===== src/rtl/alu_op_pkg.sv =====
// Shared encodings and the RV32I-to-ALU decode function for alu_op_decoder.
package alu_op_pkg;

  localparam logic [3:0] OP_ADD = 4'b0000;
  localparam logic [3:0] OP_SUB = 4'b0001;
  localparam logic [3:0] OP_AND = 4'b0010;
  localparam logic [3:0] OP_OR  = 4'b0011;
  localparam logic [3:0] OP_XOR = 4'b0100;
  localparam logic [3:0] OP_LUI = 4'b0101;
  localparam logic [3:0] OP_SR  = 4'b0110;
  localparam logic [3:0] OP_SL  = 4'b0111;
  localparam logic [3:0] OP_BEQ = 4'b1000;
  localparam logic [3:0] OP_BNE = 4'b1010;
  localparam logic [3:0] OP_BLT = 4'b1011;
  localparam logic [3:0] OP_BGE = 4'b1100;

  localparam logic [6:0] OPC_R      = 7'b0110011;
  localparam logic [6:0] OPC_I      = 7'b0010011;
  localparam logic [6:0] OPC_LUI    = 7'b0110111;
  localparam logic [6:0] OPC_LOAD   = 7'b0000011;
  localparam logic [6:0] OPC_STORE  = 7'b0100011;
  localparam logic [6:0] OPC_JALR   = 7'b1100111;
  localparam logic [6:0] OPC_JAL    = 7'b1101111;
  localparam logic [6:0] OPC_BRANCH = 7'b1100011;

  typedef enum logic [1:0] {
    BUF_EMPTY = 2'b00,
    BUF_ONE   = 2'b01,
    BUF_FULL  = 2'b10
  } buf_state_e;

  typedef struct packed {
    logic [3:0] op;
    logic       src;
    logic       branch;
    logic       illegal;
  } dec_t;

  localparam int DEC_W = $bits(dec_t);

  localparam dec_t DEC_ILLEGAL = '{op: OP_ADD, src: 1'b0, branch: 1'b0, illegal: 1'b1};

  function automatic dec_t alu_decode(input logic [6:0] opcode,
                                      input logic [2:0] funct3,
                                      input logic [6:0] funct7);
    dec_t d;
    d = DEC_ILLEGAL;
    case (opcode)
      OPC_R, OPC_I: begin
        d.illegal = 1'b0;
        case (funct3)
          3'b000:  d.op = ((opcode == OPC_R) && funct7[5]) ? OP_SUB : OP_ADD;
          3'b001:  d.op = OP_SL;
          3'b100:  d.op = OP_XOR;
          3'b110:  d.op = OP_OR;
          3'b111:  d.op = OP_AND;
          // funct7[5] set selects SRA, which decodes as illegal
          3'b101:  begin
            if (funct7[5]) begin
              d.illegal = 1'b1;
            end else begin
              d.op = OP_SR;
            end
          end
          default: d.illegal = 1'b1;
        endcase
        d.src = (opcode == OPC_I) && !d.illegal;
      end
      OPC_LUI: d = '{op: OP_LUI, src: 1'b1, branch: 1'b0, illegal: 1'b0};
      OPC_LOAD, OPC_STORE, OPC_JALR, OPC_JAL:
        d = '{op: OP_ADD, src: 1'b1, branch: 1'b0, illegal: 1'b0};
      OPC_BRANCH: begin
        case (funct3)
          3'b000:  d = '{op: OP_BEQ, src: 1'b0, branch: 1'b1, illegal: 1'b0};
          3'b001:  d = '{op: OP_BNE, src: 1'b0, branch: 1'b1, illegal: 1'b0};
          3'b100:  d = '{op: OP_BLT, src: 1'b0, branch: 1'b1, illegal: 1'b0};
          3'b101:  d = '{op: OP_BGE, src: 1'b0, branch: 1'b1, illegal: 1'b0};
          default: d = DEC_ILLEGAL;
        endcase
      end
      default: d = DEC_ILLEGAL;
    endcase
    return d;
  endfunction

endpackage


===== src/rtl/alu_op_skid.sv =====
// Generic valid/ready payload buffer: output register plus optional skid
// register (ALU_OP_DEC_SKID_EN); without it, a single pass-through stage.
module alu_op_skid
  import alu_op_pkg::*;
#(
  parameter int W = 8
) (
  input  logic         clk,
  input  logic         reset,
  input  logic         in_valid_i,
  output logic         in_ready_o,
  input  logic [W-1:0] in_data_i,
  output logic         out_valid_o,
  input  logic         out_ready_i,
  output logic [W-1:0] out_data_o
);

`ifdef ALU_OP_DEC_SKID_EN
  buf_state_e   state_q;
  logic [W-1:0] out_q;
  logic [W-1:0] skid_q;
  logic         ready_q;
  logic         accept_s;
  logic         drain_s;

  assign accept_s = in_valid_i && ready_q;
  assign drain_s  = (state_q != BUF_EMPTY) && out_ready_i;

  // Occupancy FSM; ready is registered and low only while both entries hold data
  always_ff @(posedge clk) begin
    if (reset) begin
      state_q <= BUF_EMPTY;
      out_q   <= '0;
      skid_q  <= '0;
      ready_q <= 1'b1;
    end else begin
      case (state_q)
        BUF_EMPTY: begin
          if (accept_s) begin
            out_q   <= in_data_i;
            state_q <= BUF_ONE;
          end
        end
        BUF_ONE: begin
          if (accept_s && drain_s) begin
            out_q <= in_data_i;
          end else if (accept_s) begin
            skid_q  <= in_data_i;
            state_q <= BUF_FULL;
            ready_q <= 1'b0;
          end else if (drain_s) begin
            state_q <= BUF_EMPTY;
          end
        end
        BUF_FULL: begin
          if (drain_s) begin
            out_q   <= skid_q;
            state_q <= BUF_ONE;
            ready_q <= 1'b1;
          end
        end
        default: begin
          state_q <= BUF_EMPTY;
          ready_q <= 1'b1;
        end
      endcase
    end
  end

  assign in_ready_o  = ready_q;
  assign out_valid_o = (state_q != BUF_EMPTY);
  assign out_data_o  = out_q;
`else
  logic         valid_q;
  logic [W-1:0] out_q;
  logic         accept_s;

  assign in_ready_o = out_ready_i || !valid_q;
  assign accept_s   = in_valid_i && in_ready_o;

  // Single output stage: load on accept, empty on drain without refill
  always_ff @(posedge clk) begin
    if (reset) begin
      valid_q <= 1'b0;
      out_q   <= '0;
    end else if (accept_s) begin
      valid_q <= 1'b1;
      out_q   <= in_data_i;
    end else if (out_ready_i) begin
      valid_q <= 1'b0;
    end
  end

  assign out_valid_o = valid_q;
  assign out_data_o  = out_q;
`endif

endmodule


===== src/rtl/alu_op_decoder.sv =====
// Registered RV32I ALU-operation decode stage with valid/ready on both sides.
// Define ALU_OP_DEC_SKID_EN to add the skid entry and a registered instr_ready_o.
module alu_op_decoder
  import alu_op_pkg::*;
#(
  parameter int ILL_CNT_W = 8
) (
  input  logic                 clk,
  input  logic                 reset,
  input  logic                 instr_valid_i,
  output logic                 instr_ready_o,
  input  logic [6:0]           opcode_i,
  input  logic [2:0]           funct3_i,
  input  logic [6:0]           funct7_i,
  output logic                 op_valid_o,
  input  logic                 op_ready_i,
  output logic [3:0]           ALU_Operation_o,
  output logic                 ALU_Src_o,
  output logic                 Branch_o,
  output logic                 Illegal_o,
  output logic [ILL_CNT_W-1:0] illegal_count_o
);

  dec_t                 dec_s;
  dec_t                 out_s;
  logic [ILL_CNT_W-1:0] ill_cnt_q;
  logic [ILL_CNT_W-1:0] ill_cnt_d;

  assign dec_s = alu_decode(opcode_i, funct3_i, funct7_i);

  alu_op_skid #(.W(DEC_W)) u_skid (
    .clk         (clk),
    .reset       (reset),
    .in_valid_i  (instr_valid_i),
    .in_ready_o  (instr_ready_o),
    .in_data_i   (dec_s),
    .out_valid_o (op_valid_o),
    .out_ready_i (op_ready_i),
    .out_data_o  (out_s)
  );

  // Saturating count of accepted illegal words
  always_comb begin
    ill_cnt_d = ill_cnt_q;
    if (instr_valid_i && instr_ready_o && dec_s.illegal && (ill_cnt_q != '1)) begin
      ill_cnt_d = ill_cnt_q + ILL_CNT_W'(1);
    end else begin
      ill_cnt_d = ill_cnt_q;
    end
  end

  // Counter register
  always_ff @(posedge clk) begin
    if (reset) begin
      ill_cnt_q <= '0;
    end else begin
      ill_cnt_q <= ill_cnt_d;
    end
  end

  assign ALU_Operation_o = out_s.op;
  assign ALU_Src_o       = out_s.src;
  assign Branch_o        = out_s.branch;
  assign Illegal_o       = out_s.illegal;
  assign illegal_count_o = ill_cnt_q;

endmodule


===== config.mk =====
export PLATFORM = sky130hd
export DESIGN_NAME = alu_op_decoder
export DESIGN_NICKNAME = d
export VERILOG_FILES = /design/src/rtl/alu_op_pkg.sv /design/src/rtl/alu_op_skid.sv /design/src/rtl/alu_op_decoder.sv
export SDC_FILE = /design/constraint.sdc
export NUM_CORES = 1
export LEC_CHECK = 0
export ABC_AREA = 0
export CAP_MARGIN = 20
export CORE_MARGIN = 2
export CORE_UTILIZATION = 46
export DETAILED_ROUTE_END_ITERATION = 10
export PLACE_DENSITY = 0.83
export RECOVER_POWER = 25
export SLEW_MARGIN = 10
export SYNTH_ARGS = -nofsm -noshare
export SYNTH_HDL_FRONTEND = slang
export SYNTH_SLANG_ARGS = --single-unit
export TNS_END_PERCENT = 5

===== constraint.sdc =====
create_clock -name clk -period 4.19 [get_ports clk]
set_clock_uncertainty 0.2 [all_clocks]
set_input_delay 0.838 -clock clk [delete_from_list [all_inputs] [get_ports clk]]
set_output_delay 0.838 -clock clk [all_outputs]
set_load 0.05 [all_outputs]

Yosys cells after proc, flatten, opt, wreduce, memory -nomap -nowiden
Index checks and enable logic that the tools add are counted.
Widths: inputs -> output; s select.
{"block": "classes", "n_addsub": 1, "n_eq_ne": 14, "mux": 12, "n_reduce_logical": 14}
{"operator": "$pmux 7 s4", "n": 1}
{"operator": "$eq 7x6->1 const B", "n": 3}
{"operator": "$eq 7x7->1 const B", "n": 3}
{"operator": "$pmux 5 s4", "n": 1}
{"operator": "$pmux 3 s6", "n": 1}
{"operator": "$eq 3x3->1 const B", "n": 4}
{"operator": "$reduce_or 5->1", "n": 2}
{"operator": "$add 8x1->8 const B", "n": 1}
{"operator": "$ne 8x8->1 const B", "n": 1}
{"operator": "$eq 7x2->1 const B", "n": 1}
{"operator": "$eq 7x5->1 const B", "n": 1}
{"operator": "$mux 1", "n": 6}
{"operator": "$logic_and 1x1->1", "n": 5}
{"operator": "$reduce_or 4->1", "n": 1}
{"operator": "$eq 3x1->1 const B", "n": 1}
{"operator": "$logic_not 3->1", "n": 1}
{"operator": "$mux 3", "n": 1}
{"operator": "$pmux 1 s3", "n": 1}
{"operator": "$logic_not 1->1", "n": 2}
{"operator": "$pmux 1 s2", "n": 1}
{"operator": "$reduce_bool 2->1", "n": 1}
{"operator": "$reduce_or 2->1", "n": 1}
{"operator": "$logic_or 1x1->1", "n": 1}
{"block": "word_totals", "ff_bits": 16}

Depth between registers and ports, before layout
Gate-level depths: netlist of the first run.
{"block": "depth", "word_depth": 7, "mapped_depth": 7}

Hierarchy
A second synthesis of the first run with hierarchy kept.
{"block": "unflattened", "hier_cells": 137, "hier_area_um2": 1144.8}
{"mod": "alu_op_decoder", "n_inst": 1, "cells_per_inst": 101, "area_each_um2": 783.3}
{"mod": "alu_op_skid", "n_inst": 1, "cells_per_inst": 36, "area_each_um2": 361.6}

Worst setup path after synthesis of the first run
No wires, ideal clock.
{"block": "synth_path", "path_type": "input-to-reg", "start": "input port op_ready_i", "end": "register ill_cnt_q[4], in the netlist illegal_count_o[4]", "setup_ns": 0.123, "t_arrival_ns": 2.312, "t_required_ns": 3.867, "slack_ns": 1.555, "path_stages": 7, "path_buffers": 1, "path_cell_list": "nand2b_2 and2_1 buf_2 o21ai_1 a21oi_2 nand4_1 mux2_1"}
{"block": "synth_via", "elab_chain_cells": 4}
{"element": "start, declared", "line_no": "alu_op_decoder.sv:16", "text": "input logic op_ready_i,"}
{"element": "$logic_or 1x1->1", "line_no": "alu_op_skid.sv:78", "text": "assign in_ready_o = out_ready_i || !valid_q;"}
{"element": "$logic_and 1x1->1 (3 in a row)", "line_no": "alu_op_decoder.sv:45", "text": "if (instr_valid_i && instr_ready_o && dec_s.illegal && (ill_cnt_q != '1)) begin"}
{"element": "end signal, assigned", "line_no": "alu_op_decoder.sv:57", "text": "ill_cnt_q <= ill_cnt_d;"}
{"element": "end, declared", "line_no": "alu_op_decoder.sv:26", "text": "logic [ILL_CNT_W-1:0] ill_cnt_q;"}
No other way between the ends.
A chain may end at the register's enable or synchronous reset.

Worst setup path in the final report of the first run
{"block": "layout_path", "start": "input port op_ready_i", "end": "output port instr_ready_o"}
{"block": "layout_via", "elab_chain_cells": 1}
{"element": "$logic_or 1x1->1", "line_no": "alu_op_skid.sv:78"}
{"element": "end, declared", "line_no": "alu_op_decoder.sv:11", "text": "output logic instr_ready_o,"}
No other way between the ends.

==> impl_metrics.yaml, run 1 <==
critical_path:
  critPathMostFrequentCell: "clkdlybuf4s50_1"
  r2r_cells: 6
  cp-end-kind: "output pin"
  critPathSlowestCell: "clkdlybuf4s50_1"
  worstPathCellList: "clkdlybuf4s50_1 > nand2b_2 > clkdlybuf4s50_1"
  arrival_ps: 2230
  r2r_slack_ps: 2090
  cp_slowest_stage_delay_ps: 810
  path_buf_inv: 2
  start_kind: "input port"
  path_class: "in2out"
  r2r_start: "illegal_count_o[3]$_SDFFE_PP0P_"
  r2r_end: "illegal_count_o[4]$_SDFFE_PP0P_"
  crit_fanout: 4
  crit_family: "buffers and inverters"
  required_ps: 3150
pwr:
  p_seq_share_pct: 47.0
  irDropWorstVdd_mv: 0.189
  netSwitchingPower_mw: 0.0999
  clkPwrFrac_pct: 28.8
  p_int_mw: 0.243
  pwr-share-comb_pct: 24.3
  p_sw_share_pct: 29.1
  cellPowerDensity_nw_per_um2: 257
  leakage_nw: 0.448
clock_network:
  cts_root_buf: "clkbuf_4"
  cts_tree: "done"
  cts_buffers: 3
  htree_levels: 1
  holdBufCountCts: 0
  clock-sinks: 16
  post-cts-setup-buffers: 0
  clk_pin_slew_ps: 80
  cts_resized: 0
  clk_latency_ps: 280
  cts_buffer_depth: 2
floorplan:
  core_region_area_um2: 2000
  dieWidth_um: 50.4
  initial_utilization_pct: 49.6
  row_count: 16
  num_io_pins: 38
  die_h_um: 50.4
  die_area_um2: 2540
finish:
  nets: 171
  drive_gt1_share_pct: 11.5
  n_antenna_cell: 0
  layout_common_cells: "clkdlybuf4s50_1, dfxtp_1, nand2_1, nor2_1, a21oi_1"
  stdcell_count: 175
  mostFrequentLayoutCell: "clkdlybuf4s50_1"
  area_growth_pct: 34.4
  fin_util_pct: 66.6
  fin_area_um2: 1330
place:
  dpl.hpwl_um: 1680
  gp_congestion: 0.749
  dp.cells: 171
  place_area_um2: 1300
  port_buffers: 31
routing:
  wirelength_um: 2160
  dr.pass1.iters: 4
  routedWlPerCell_um: 12.3
  drc: 0
  vias: 977
  drt_iter0_drc: 27
  vias_per_cell: 5.58
  drtAntennaViolNets: 0
synthesis:
  syn_area_per_cell_um2: 8.34
  syn_inst: 119
  synthSimpleGateAreaFrac_pct: 28.2
  ys_warn_count: 0
  ys_types: 44
  synthXorXnorAreaFrac_pct: 4.41
  synth.cell_area_um2: 992
  syn_nets: 141
  synth-seq-cells: 16
  ys_seq_area_share_pct: 32.3
  synthMuxAreaShare_pct: 2.14
  synth_top_family_by_area: "simple AND/OR/NAND/NOR gates"
  synth-adder-area-share_pct: 1.26
  synth_compound_area_share_pct: 26.2
sta:
  timing.fmax_mhz: 306
  setup_viol: 0
  worst_slew_pin_slew_ps: 619
  rsz0062_at_grt: "false"
  fin_worst_hold_slack_ps: 254
  period_minus_slack_ps: 3270
  fin_crit_sh_pct: 78.0
  final.setup.tns_ps: 0
  slew_headroom_pct: 58.6
  hold_viol: 0
  drv_slew: 0
min_path:
  hold_path_class: "reg2reg"
  hp-start: "u_skid.out_data_o[6]$_SDFFE_PP0P_"
  whs_endpoint: "u_skid.out_data_o[6]$_SDFFE_PP0P_"
  min_path_cells: 2
outcome:
  outcome: "complete, no violations"
grt:
  grt.overflow.total: 0
  grt_pass1_vias: 840
  grt_max_degree: 18
  grt_pass1_wl_um: 3600
  track_usage_pct: 18.0
  antenna_found_initial: 0
flow_run:
  drv_cap: 0
[cells by family after synthesis]
family,Yosys count
AND/OR/NAND/NOR,50
AO/OA/AOI/OAI,34
flip-flops,16
buffers and inverters,11
XOR/XNOR,5
multiplexers,2
adder cells (fa/ha/maj),1
[registers in the layout, indices dropped and copies added (netlist names)]
register            count
u_skid.out_valid_o      1
u_skid.out_data_o       7
illegal_count_o         8
[metrics by stage]
| stage | total power [mW] | setup WS (ps) |
|---|---|---|
| final | 0.343 | 923 |
| after global routing | 0.360 | 895 |
| after CTS | 0.348 | 925 |
| after detailed placement | 0.249 | 925 |
| after global placement | 0.247 | 940 |
| after floorplan | 0.218 | 1560 |
[cell type report]
| class | count | area (um2) |
|---|---|---|
| clock buffer | 4 | 36.3 |
| fill | 166 | 668 |
| inverter | 5 | 18.8 |
| multi-input combinational | 92 | 614 |
| sequential | 16 | 320 |
| tap | 27 | 33.8 |
| timing repair buffer | 31 | 310 |
[synth_stat cells (all sizes together)]
library cell | instances | area share, %
a2111oi | 2 | 3.0
a211o | 1 | 0.88
a211oi | 3 | 2.8
a21o | 1 | 0.76
a21oi | 10 | 6.6
a311oi | 2 | 1.8
a31oi | 3 | 1.9
and2 | 2 | 1.3
buf | 3 | 2.4
clkbuf | 3 | 1.1
dfxtp | 16 | 32
ha | 1 | 1.3
inv | 5 | 1.9
mux2 | 1 | 1.1
mux2i | 1 | 1.0
nand2 | 12 | 4.8
nand2b | 5 | 4.9
nand3 | 6 | 3.0
nand4 | 1 | 0.63
nand4bb | 1 | 1.1
nor2 | 11 | 4.2
nor2b | 1 | 0.63
nor3 | 7 | 4.0
nor4 | 3 | 2.5
o211ai | 1 | 0.76
o21ai | 7 | 3.9
o21ba | 1 | 1.0
o22ai | 2 | 1.9
o32a | 1 | 1.0
or4 | 1 | 1.1
xnor2 | 5 | 4.4
[how the worst max path moves through the flow]
stage          cells after the start        from                              end  slack, ps
2_1_floorplan                      7  op_ready_i  illegal_count_o[4]$_SDFFE_PP0P_       1560
3_3_place_gp                       3  op_ready_i                    instr_ready_o        940
3_5_place_dp                       3  op_ready_i                    instr_ready_o        920
4_1_cts                            3  op_ready_i                    instr_ready_o        920
5_1_grt                            3  op_ready_i                    instr_ready_o        890
6_report                           3  op_ready_i                    instr_ready_o        920
[power by group through the flow]
| stage | logic (mW) | clock network (mW) | registers, mW |
|---|---|---|---|
| finish | 0.0832 | 0.0986 | 0.161 |
| floorplan | 0.0365 | 0 | 0.181 |
| global route | 0.0897 | 0.109 | 0.162 |
| global placement | 0.0824 | 0 | 0.164 |
| CTS | 0.0845 | 0.102 | 0.161 |
| detailed placement | 0.0841 | 0 | 0.165 |
[worst min-delay path: cells and delay by family (launching register included)]
kind             cells  cell delay (ps)
AO/OA/AOI/OAI        1               50
flip-flops           1              310
AND/OR/NAND/NOR      1               50
[metal layers]
metal  vias to the layer above  track usage, %  wire (um)
li1                        489               -          -
met1                       452            22.9        983
met2                        34            31.6       1050
met3                         2            4.76        115
met4                         0            1.35          8
met5                         -               0          0
No activity file was read; power rests on OpenSTA's default activity.
==> inputs of run 2 (changes only) <==
--- a/config.mk
+++ b/config.mk
@@ -8,9 +8,9 @@
 export ABC_AREA = 0
 export CAP_MARGIN = 20
 export CORE_MARGIN = 2
-export CORE_UTILIZATION = 46
+export CORE_UTILIZATION = 39
 export DETAILED_ROUTE_END_ITERATION = 10
-export PLACE_DENSITY = 0.83
+export PLACE_DENSITY = 0.75
 export RECOVER_POWER = 25
 export SLEW_MARGIN = 10
 export SYNTH_ARGS = -nofsm -noshare
==> constraint.sdc (replaced) <==
create_clock -name clk -period 2.78 [get_ports clk]
set_clock_uncertainty 0.2 [all_clocks]
set_input_delay 0.556 -clock clk [delete_from_list [all_inputs] [get_ports clk]]
set_output_delay 0.556 -clock clk [all_outputs]
set_load 0.05 [all_outputs]
==> run 2 against run 1 <==
  * Sequential cell count did not move
  * Count of clock-buffer cells in the layout did not move
  * Register-to-register slack got worse by 1400 ps
  * Clock power rose by 59%
  * Via count rose by 5.2%
  * Worst setup slack got worse by 620 ps
  * Global-route usage rose by 0.15 points
  * Critical path type is now in2reg
  * Critical endpoint is now illegal_count_o[4]$_SDFFE_PP0P_
  * Largest cell class unchanged
==> impl_metrics.yaml, run 2 (synthesized netlist as in run 1, its figures left out) <==
outcome:
  outcome: "complete, no violations"
finish:
  drive_gt1_share_pct: 15.4
  largest_register_ffs: 8
  layout_common_cells: "clkdlybuf4s50_1, dfxtp_1, nand2_1, nor2_1, a21oi_1"
  mostFrequentLayoutCell: "clkdlybuf4s50_1"
  stdcell_count: 186
  fillCellCount: 220
  area_growth_pct: 41.0
  n_antenna_cell: 0
  nets: 179
grt:
  grt_pass1_wl_um: 3880
  grt.overflow.total: 0
  track_usage_pct: 18.1
  grt_max_degree: 11
  grt_pass1_vias: 905
  antenna_found_initial: 0
clock_network:
  cts_buffers: 3
  htree_levels: 1
  cts_tree: "done"
  cts_resized: 0
  clock-sinks: 16
  cts_root_buf: "clkbuf_4"
  cts_buffer_depth: 2
  clk_pin_slew_ps: 100
  clk_latency_ps: 290
  post-cts-setup-buffers: 0
  holdBufCountCts: 0
critical_path:
  required_ps: 2770
  path_buf_inv: 1
  cp_slowest_stage_delay_ps: 600
  crit_family: "compound AO/OA/AOI/OAI gates"
  start_kind: "input port"
  path_class: "in2reg"
  arrival_ps: 2470
  r2r_cells: 6
  cp.depth: 7
  cp-end-kind: "register"
  crit_fanout: 6
  worstPathCellList: "dlygate4sd3_1 > nand2b_4 > o32a_1 > a21oi_4 > a21oi_2 > nand4_1 > mux2_1"
  critPathSlowestCell: "dlygate4sd3_1"
floorplan:
  num_io_pins: 38
  die_area_um2: 2960
  die_h_um: 54.4
  row_count: 18
  core_region_area_um2: 2450
  dieWidth_um: 54.4
  initial_utilization_pct: 40.4
sta:
  final.setup.tns_ps: 0
  drv_slew: 0
  fin_crit_sh_pct: 89.1
  setup_viol: 0
  rsz0062_at_grt: "false"
  slew_headroom_pct: 63.5
  timing.fmax_mhz: 403
  period_minus_slack_ps: 2480
  worst_slew_pin_slew_ps: 543
  hold_viol: 0
routing:
  drc: 0
  drt_iter0_drc: 7
  vias_per_cell: 5.53
  wirelength_um: 2400
  routedWlPerCell_um: 12.9
  vias: 1028
  drtAntennaViolNets: 0
  dr.pass1.iters: 4
place:
  dp.cells: 182
  port_buffers: 31
  dpl.hpwl_um: 1880
  gp_congestion: 0.825
min_path:
  min_path_cells: 2
  hold_path_class: "reg2reg"
pwr:
  leakage_nw: 0.474
  irDropWorstVdd_mv: 0.358
  cellPowerDensity_nw_per_um2: 383
flow_run:
  drv_cap: 0
run 2: cell count changes in the layout (fill, tap and decap cells not counted), sizes merged:
cell	change
buf	+8
clkdlybuf4s50	+4
clkbuf	+1
dlygate4sd3	-5
run 2: per-layer routing:
metal | routed length [um] | GRT usage, % | part of all wire [%]
met4 | 10 | 4.17 | 0.42
met5 | 0 | 0 | 0
met3 | 111 | 6.01 | 4.6
met2 | 1260 | 32.1 | 52
met1 | 1020 | 20.9 | 43
run 2: through the flow:
step / util (%) / cell area (um2) / hold WS [ps] / total power, mW / setup slack, ps
after floorplan: - / 992 / 473 / 0.328 / 355
after global placement: 56.0 / 1380 / 244 / 0.381 / 122
after detailed placement: 56.0 / 1380 / 255 / 0.385 / 74.8
after CTS: 57.5 / 1410 / 269 / 0.545 / 408
after global routing: 57.0 / 1400 / 284 / 0.565 / 252
final: 57.0 / 1400 / 263 / 0.536 / 302
run 2: path summary, 6_finish.rpt:
kind                                                         from                                end  slack (ps)
worst max-delay path                                  opcode_i[6]    illegal_count_o[4]$_SDFFE_PP0P_         300
worst min-delay path            u_skid.out_data_o[3]$_SDFFE_PP0P_  u_skid.out_data_o[3]$_SDFFE_PP0P_         260
worst max register to register    illegal_count_o[3]$_SDFFE_PP0P_    illegal_count_o[4]$_SDFFE_PP0P_         670
worst min register to register  u_skid.out_data_o[3]$_SDFFE_PP0P_  u_skid.out_data_o[3]$_SDFFE_PP0P_         260
run 2: worst register-to-register path: stages (launching register included):
cell,delay (ps)
dfxtp_1,400
and2_1,220
nand3_1,150
o21ai_1,480
a21oi_2,110
nand4_1,130
mux2_1,320
run 2: area by class of cell:
type / count / area, um2 / area share [%]
multi-input cells: 92 / 609 / 43.6
repair buffers: 39 / 377 / 26.9
flip-flops and latches: 16 / 320 / 22.9
well taps: 30 / 37.5 / 2.68
clock buffers: 4 / 36.3 / 2.59
inverters: 5 / 18.8 / 1.34
run 2: where the power goes:
part,internal [mW],switching [mW],leakage [nW]
registers,0.237,0.00595,0.130
clock network,0.0798,0.0772,0.0210
logic,0.0581,0.0780,0.323
total,0.375,0.161,0.474
==> inputs of run 3 (changes only) <==
--- a/config.mk
+++ b/config.mk
@@ -7,7 +7,7 @@
 export LEC_CHECK = 0
 export ABC_AREA = 0
 export CAP_MARGIN = 20
-export CORE_MARGIN = 2
+export CORE_MARGIN = 5
 export CORE_UTILIZATION = 39
 export DETAILED_ROUTE_END_ITERATION = 10
 export PLACE_DENSITY = 0.75
==> run 3 against run 2 <==
  * Global-route usage decreased by 3.6 points
  * Combinational power about the same
  * Hold slack got worse by 4.7 ps
  * Sequential power about the same
  * Final area increased by 0.27%
  * Routed wire length increased by 3.8%
==> impl_metrics.yaml, run 3 (synthesized netlist as in run 1, its figures left out) <==
outcome:
  outcome: "complete, no violations"
place:
  dpl.hpwl_um: 1960
  gp_congestion: 0.803
  dp.cells: 182
  port_buffers: 31
floorplan:
  die_h_um: 60.4
  initial_utilization_pct: 40.4
  row_count: 18
  core_region_area_um2: 2450
  dieWidth_um: 60.4
  die_area_um2: 3650
  num_io_pins: 38
flow_run:
  drv_cap: 0
routing:
  vias: 993
  drc: 0
  drtAntennaViolNets: 0
  vias_per_cell: 5.34
  dr.pass1.iters: 4
  routedWlPerCell_um: 13.4
  wirelength_um: 2490
  drt_iter0_drc: 17
clock_network:
  post-cts-setup-buffers: 0
  clock-sinks: 16
  cts_tree: "done"
  clk_latency_ps: 290
  holdBufCountCts: 0
  cts_resized: 0
  cts_buffer_depth: 2
  htree_levels: 1
  cts_buffers: 3
  cts_root_buf: "clkbuf_4"
  clk_pin_slew_ps: 90
pwr:
  fin_total_pwr_mw: 0.535
  irDropWorstVdd_mv: 0.414
  leakage_nw: 0.483
  cellPowerDensity_nw_per_um2: 382
finish:
  nets: 179
  n_antenna_cell: 0
  mostFrequentLayoutCell: "clkdlybuf4s50_1"
  stdcell_count: 186
  drive_gt1_share_pct: 16.0
  area_growth_pct: 41.4
  largest_register_ffs: 8
  layout_common_cells: "clkdlybuf4s50_1, dfxtp_1, nand2_1, nor2_1"
  fillCellCount: 227
grt:
  grt_max_degree: 11
  grt_pass1_vias: 963
  grt.overflow.total: 0
  track_usage_pct: 14.5
  antenna_found_initial: 0
  grt_pass1_wl_um: 4090
critical_path:
  r2r_cells: 6
  required_ps: 2770
  critPathSlowestCell: "dlygate4sd3_1"
  worstPathCellList: "dlygate4sd3_1 > nand2b_1 > a211o_1 > a21oi_4 > a21oi_2 > nand4_1 > mux2_1"
  path_class: "in2reg"
  start_kind: "input port"
  cp_slowest_stage_delay_ps: 620
  path_buf_inv: 1
  crit_family: "compound AO/OA/AOI/OAI gates"
  cp-end-kind: "register"
  cp.depth: 7
  arrival_ps: 2440
  crit_fanout: 5
min_path:
  hold_path_class: "reg2reg"
  min_path_cells: 2
sta:
  hold_viol: 0
  final.setup.tns_ps: 0
  period_minus_slack_ps: 2460
  slew_headroom_pct: 66.3
  fin_crit_sh_pct: 88.4
  rsz0062_at_grt: "false"
  drv_slew: 0
  worst_slew_pin_slew_ps: 503
  timing.fmax_mhz: 407
  setup_viol: 0
## run 3: worst reg2reg max path, cell delays in order, from the launching register on
cell,delay [ps]
dfxtp_1,390
and2_1,210
nand3_1,130
o21ai_1,450
a21oi_2,110
nand4_1,130
mux2_1,310
## run 3: worst paths after layout
| check | slack, ps | to | from |
|---|---|---|---|
| worst max-delay path | 320 | illegal_count_o[4]$_SDFFE_PP0P_ | opcode_i[4] |
| worst min-delay path | 260 | u_skid.out_data_o[4]$_SDFFE_PP0P_ | u_skid.out_data_o[4]$_SDFFE_PP0P_ |
| worst max register to register | 740 | illegal_count_o[4]$_SDFFE_PP0P_ | illegal_count_o[3]$_SDFFE_PP0P_ |
| worst min register to register | 260 | u_skid.out_data_o[4]$_SDFFE_PP0P_ | u_skid.out_data_o[4]$_SDFFE_PP0P_ |
## run 3: through the flow
stage | utilization [%] | setup WS [ps] | hold WS [ps] | cell area [um2]
6_report | 57.1 | 322 | 259 | 1400
2_1_floorplan | - | 355 | 473 | 992
4_1_cts | 57.5 | 376 | 261 | 1410
5_1_grt | 57.1 | 211 | 288 | 1400
3_3_place_gp | 56.0 | 146 | 244 | 1380
3_5_place_dp | 56.0 | 104 | 248 | 1380
## run 3: final cells by class
| type | count | area (um2) | area share, % |
|---|---|---|---|
| multi-input cells | 92 | 609 | 43.4 |
| flip-flops and latches | 16 | 320 | 22.8 |
| clock buffers | 4 | 36.3 | 2.59 |
| well taps | 30 | 37.5 | 2.68 |
| repair buffers | 39 | 380 | 27.1 |
| inverters | 5 | 18.8 | 1.34 |
## run 3: power by group
| part | switching (mW) | internal, mW | total [mW] | leakage (nW) |
|---|---|---|---|---|
| logic | 0.0785 | 0.0579 | 0.136 | 0.331 |
| clock network | 0.0762 | 0.0798 | 0.156 | 0.0210 |
| registers | 0.00620 | 0.237 | 0.243 | 0.130 |
| total | 0.161 | 0.374 | 0.535 | 0.483 |
## run 3: metal layers
layer | track usage (%) | share of wire (%) | wire length [um] | up-vias
met1 | 17.1 | 44 | 1100 | 465
met2 | 26.5 | 50 | 1240 | 21
met5 | 0 | 0 | 0 | -
li1 | - | - | - | 505
met3 | 4.04 | 5.2 | 129 | 2
met4 | 2.79 | 0.52 | 13 | 0
